<file path="config.mk">
export PLATFORM = sky130hd
export DESIGN_NAME = half_subtractor_unit
export DESIGN_NICKNAME = d
export VERILOG_FILES = /design/src/rtl/half_subtractor_unit.sv
export SDC_FILE = /design/constraint.sdc
export NUM_CORES = 1
export LEC_CHECK = 0
export ABC_AREA = 0
export BUFFER_PORTS_ARGS = -buffer_cell sky130_fd_sc_hd__buf_2
export CAP_MARGIN = 40
export CORE_AREA = 2 2 39 41
export CTS_BUF_LIST = sky130_fd_sc_hd__clkbuf_8
export CTS_CLUSTER_DIAMETER = 40
export DETAILED_ROUTE_END_ITERATION = 16
export DIE_AREA = 0 0 41 43
export GPL_ROUTABILITY_DRIVEN = 0
export GPL_TIMING_DRIVEN = 0
export HOLD_SLACK_MARGIN = 0.12
export PLACE_DENSITY = 0.53
export REMOVE_ABC_BUFFERS = 1
export SYNTH_ARGS = -nofsm -noshare
export SYNTH_HDL_FRONTEND = slang
export SYNTH_SLANG_ARGS = --single-unit
export TNS_END_PERCENT = 20
</file>
<file path="constraint.sdc">
create_clock -name clk -period 1.6 [get_ports clk]
set_input_delay 0.24 -clock clk [delete_from_list [all_inputs] [get_ports clk]]
set_output_delay 0.24 -clock clk [all_outputs]
set_load 0.03 [all_outputs]
</file>
<file path="src/rtl/half_subtractor_unit.sv">
// half_subtractor_unit
// Registered single-bit half subtractor: diff = a ^ b, borrow = ~a & b,
// presented one clock after the sampling edge together with out_valid.
// Optional saturating borrow-event counter, built only when the macro
// HALF_SUB_BORROW_CNT_EN is defined; otherwise borrow_count is tied to 0
// and cnt_clr is ignored.

module half_subtractor_unit #(
    parameter int unsigned CNT_W = 16   // borrow counter width, 1..32
) (
    input  logic             clk,
    input  logic             rst,
    input  logic             in_valid,
    input  logic             a,
    input  logic             b,
    input  logic             cnt_clr,
    output logic             diff,
    output logic             borrow,
    output logic             out_valid,
    output logic [CNT_W-1:0] borrow_count
);

    logic w_diff;
    logic w_borrow;
    logic w_borrow_evt;

    logic r_diff;
    logic r_borrow;
    logic r_out_valid;

    // Bit-level subtract; only registered, never driven straight to a port.
    assign w_diff       = a ^ b;
    assign w_borrow     = ~a & b;
    assign w_borrow_evt = in_valid & w_borrow;

    // Result stage: capture on valid samples, hold otherwise; valid is one-shot.
    always_ff @(posedge clk or posedge rst) begin
        if (rst) begin
            r_diff      <= 1'b0;
            r_borrow    <= 1'b0;
            r_out_valid <= 1'b0;
        end else begin
            // NOTE: non-blocking assignments keep every flop sampling the
            // pre-edge values, independent of statement order.
            r_out_valid <= in_valid;
            if (in_valid) begin
                r_diff   <= w_diff;
                r_borrow <= w_borrow;
            end
        end
    end

    assign diff      = r_diff;
    assign borrow    = r_borrow;
    assign out_valid = r_out_valid;

`ifdef HALF_SUB_BORROW_CNT_EN

    logic [CNT_W-1:0] r_borrow_count;
    logic             w_cnt_at_max;

    assign w_cnt_at_max = (r_borrow_count == {CNT_W{1'b1}});

    // Borrow-event counter: clear has priority, saturates at all-ones.
    always_ff @(posedge clk or posedge rst) begin
        if (rst) begin
            r_borrow_count <= '0;
        end else if (cnt_clr) begin
            r_borrow_count <= '0;
        end else if (w_borrow_evt && !w_cnt_at_max) begin
            r_borrow_count <= r_borrow_count + 1'b1;
        end
    end

    assign borrow_count = r_borrow_count;

`else

    logic w_unused_cnt;

    // Counter not built: its inputs are intentionally left without a load.
    assign w_unused_cnt = cnt_clr | w_borrow_evt;
    assign borrow_count = '0;

`endif

endmodule

</file>
Yosys cells after proc, flatten, opt, wreduce, memory -nomap -nowiden
Index checks and enable logic that the tools add are counted.
- output and inout port bits: 19
- flip-flop bits (word level): 3
- word-level logic and storage cells: 6
- bitwise gates (word level): 3
- operator list (operator ; count):
    $and A1 B1 Y1 ; 1
    $not A1 Y1 ; 1
    $xor A1 B1 Y1 ; 1

Depth between registers and ports, before layout
- depth after elaboration: 2
- mapped depth: 3
- gate-level depth less buffers: 3

Worst setup path before layout
No wires, ideal clock.
- path type: reg2reg
- from: reg borrow (netlist name)
- to: reg r_borrow (netlist: borrow)
- library setup time: 0.125 ns
- cell stages (with the launch flop): 2
- arrival: 0.764 ns
- path slack: 0.711 ns
- cell sequence: dfrtp_1 -> mux2_4
- RTL lines (item ; RTL line ; text):
    to (signal assigned) ; 48 ; r_borrow <= w_borrow;
    to (decl) ; 28 ; logic r_borrow;

Worst setup path after layout
- from: reg r_borrow (netlist: borrow)
- to: out borrow
- RTL lines (item ; RTL line ; text):
    to (decl) ; 18 ; output logic borrow,
No word-level cell between the ends.

==> results.sh <==
export IMPL_design_area_um2=289
export IMPL_worst_setup_path_start_kind="flip-flop"
export IMPL_cp_depth=1
export IMPL_rrSetupSlack_ns=0.84
export IMPL_startpoint="borrow"
export IMPL_routed_via_density=2.81
export IMPL_arrival_ns=0.76
export IMPL_root_buffer="clkbuf_8"
export IMPL_setup_viol=0
export IMPL_dp_hpwl_um=253
export IMPL_path_class="reg -> out"
export IMPL_rows=14
export IMPL_wirelength_um=311
export IMPL_pwr_share_clk_pct=54.7
export IMPL_synth_cell_types=8
export IMPL_cts_resized=0
export IMPL_insertion_delay_ns=0.21
export IMPL_cts_sinks=3
export IMPL_clkTransAtPathRegs_ns=0.03
export IMPL_io_pins=25
export IMPL_antenna_found_initial=0
export IMPL_drv_cap=0
export IMPL_syn_cell_area_um2=243
export IMPL_synth_seq_cells=3
export IMPL_combPwrFrac_pct=23.0
export IMPL_min_period_ns=0.996
export IMPL_grt_overflow_total=0
export IMPL_post_drt_wl_per_cell_um=5.87
export IMPL_dpl_cell_area_um2=234
export IMPL_critPathSlowestCell="dfrtp_1"
export IMPL_drt_pass1_iter_count=1
export IMPL_switching_share_pct=31.9
export IMPL_core_um2=1380
export IMPL_cp_max_fo=2
export IMPL_syn_inst=26
export IMPL_power_density_nw_per_um2=1330
export IMPL_cts_tree="built"
export IMPL_p_int_mw=0.262
export IMPL_cts_hold_buffers_added=1
export IMPL_fin_util_pct=20.9
export IMPL_ys_seq_area_share_pct=30.9
export IMPL_r2r_end="borrow"
export IMPL_cts_max_path_buffers=2
export IMPL_fin_nets=45
export IMPL_antenna_cells=0
export IMPL_rsz0062_at_grt="no"
export IMPL_reg2regPathDepth=1
export IMPL_cts_inserted_buffers=3
export IMPL_rr_startpoint="borrow"
export IMPL_final_setup_tns_ns=0
export IMPL_syn2layout_area_growth_pct=19.1
export IMPL_portBuffers=7
export IMPL_slowest_delay_ns=0.37
export IMPL_syn_avg_cell_area_um2=9.34
export IMPL_power_switching_mw=0.122
export IMPL_slew_viol_final=0
export IMPL_fp_dieH_um=43
export IMPL_seqPwrFrac_pct=22.4
export IMPL_finalCritPeriodShare_pct=62.2
export IMPL_start_util_pct=17.5
export IMPL_fmax_mhz=1000
export IMPL_drive_above_1_share_pct=29.7
export IMPL_grt_usage_pct=5.42
export IMPL_dr_total_vias=149
export IMPL_crit_chain="buf_2"
export IMPL_crit_path_end="borrow"
export IMPL_min_path_type="in -> reg"
export IMPL_cp_num_buf_inv=1
export IMPL_cts_max_level=1
export IMPL_grt_pass1_wl_um=489
export IMPL_cts_setup_buffers=0
export IMPL_grt_pass1_vias=134
export IMPL_hold_viol=0
export IMPL_cp_top_family="flip-flops"
export IMPL_peakVddDrop_v=0.000290
export IMPL_yosysWarnings=0
export IMPL_design_die_area_um2=1760
export IMPL_status="finished, final reports clean"
export IMPL_ant_nets=0
export IMPL_drcViolationCount=0
export IMPL_required_ns=1.36
export IMPL_p_leak_nw=0.176
export IMPL_grt_max_degree=5
export IMPL_die_w_um=41
export IMPL_drt_iter0_drc=0
export IMPL_fillers=155
export IMPL_endpoint_kind="output port"
export IMPL_clock_skew_final_ns=0
[registers in the layout, indices dropped and copies added (netlist names)]
| name | count |
|---|---|
| borrow | 1 |
| diff | 1 |
| out_valid | 1 |
[how the worst min path moves through the flow]
| stage | startpoint | to | slack (ns) | cells after the start |
|---|---|---|---|---|
| final | in_valid | out_valid | 0.19 | 1 |
| after global routing | in_valid | out_valid | 0.18 | 1 |
| after CTS | in_valid | out_valid | 0.18 | 1 |
| after detailed placement | rst | out_valid | 0.11 | 2 |
| after global placement | rst | out_valid | 0.10 | 2 |
| after floorplan | rst | borrow | -0.006 | 1 |
[kinds of logic after synthesis]
family | synth area share (%)
fa+ha+maj | 5.15
other cells | 1.54
mux | 6.18
compound gates | 2.06
simple gates | 1.54
flops | 30.9
buf+inv | 52.6
[cells in the mapped netlist (all sizes together)]
cell type	instances	area [um^2]
dfrtp	3	75.1
a21oi	1	5.00
mux2	1	15.0
conb	1	3.75
buf	16	120
nor2	1	3.75
ha	1	12.5
inv	2	7.51
[placed cells by master (no fill, tap or decap)]
| cell | n |
|---|---|
| conb_1 | 16 |
| buf_2 | 7 |
| inv_1 | 3 |
| dfrtp_1 | 3 |
| clkbuf_8 | 3 |
| nor2_1 | 1 |
| a21oi_1 | 1 |
| mux2_4 | 1 |
| ha_1 | 1 |
| dlygate4sd3_1 | 1 |
[layout make-up]
type	count	area, um^2	area share, %
clock buffer	3	41.3	14.3
clock inverter	1	3.75	1.30
inverter	2	7.51	2.60
multi-input combinational	20	96.3	33.3
sequential	3	75.1	26.0
tap	16	20.0	6.93
timing repair buffer	8	45.0	15.6
[metal layers]
metal,global-route usage (%),wire length (um),part of all wire (%)
met3,3.14,59,19
met1,3.21,75,24
met2,6.25,154,50
met5,0,0,0
met4,12.0,22,7.1
[through the flow]
step | setup WS, ns | power, mW | hold WS, ns | instances
2_1_floorplan | 0.711 | 0.158 | -0.00636 | 25
3_3_place_gp | 0.707 | 0.172 | 0.104 | 48
3_5_place_dp | 0.693 | 0.173 | 0.107 | 48
4_1_cts | 0.591 | 0.394 | 0.181 | 53
5_1_grt | 0.569 | 0.414 | 0.181 | 53
6_report | 0.604 | 0.384 | 0.188 | 53
[power groups by stage]
stage                     combinational, mW  sequential, mW  clock, mW
after floorplan                      0.0580           0.100          0
after global placement               0.0856          0.0867          0
after detailed placement             0.0865          0.0869          0
after CTS                            0.0885          0.0861      0.220
after global routing                 0.0947          0.0867      0.233
final                                0.0881          0.0859      0.210
Note: power is estimated with default switching activity, not from simulation.
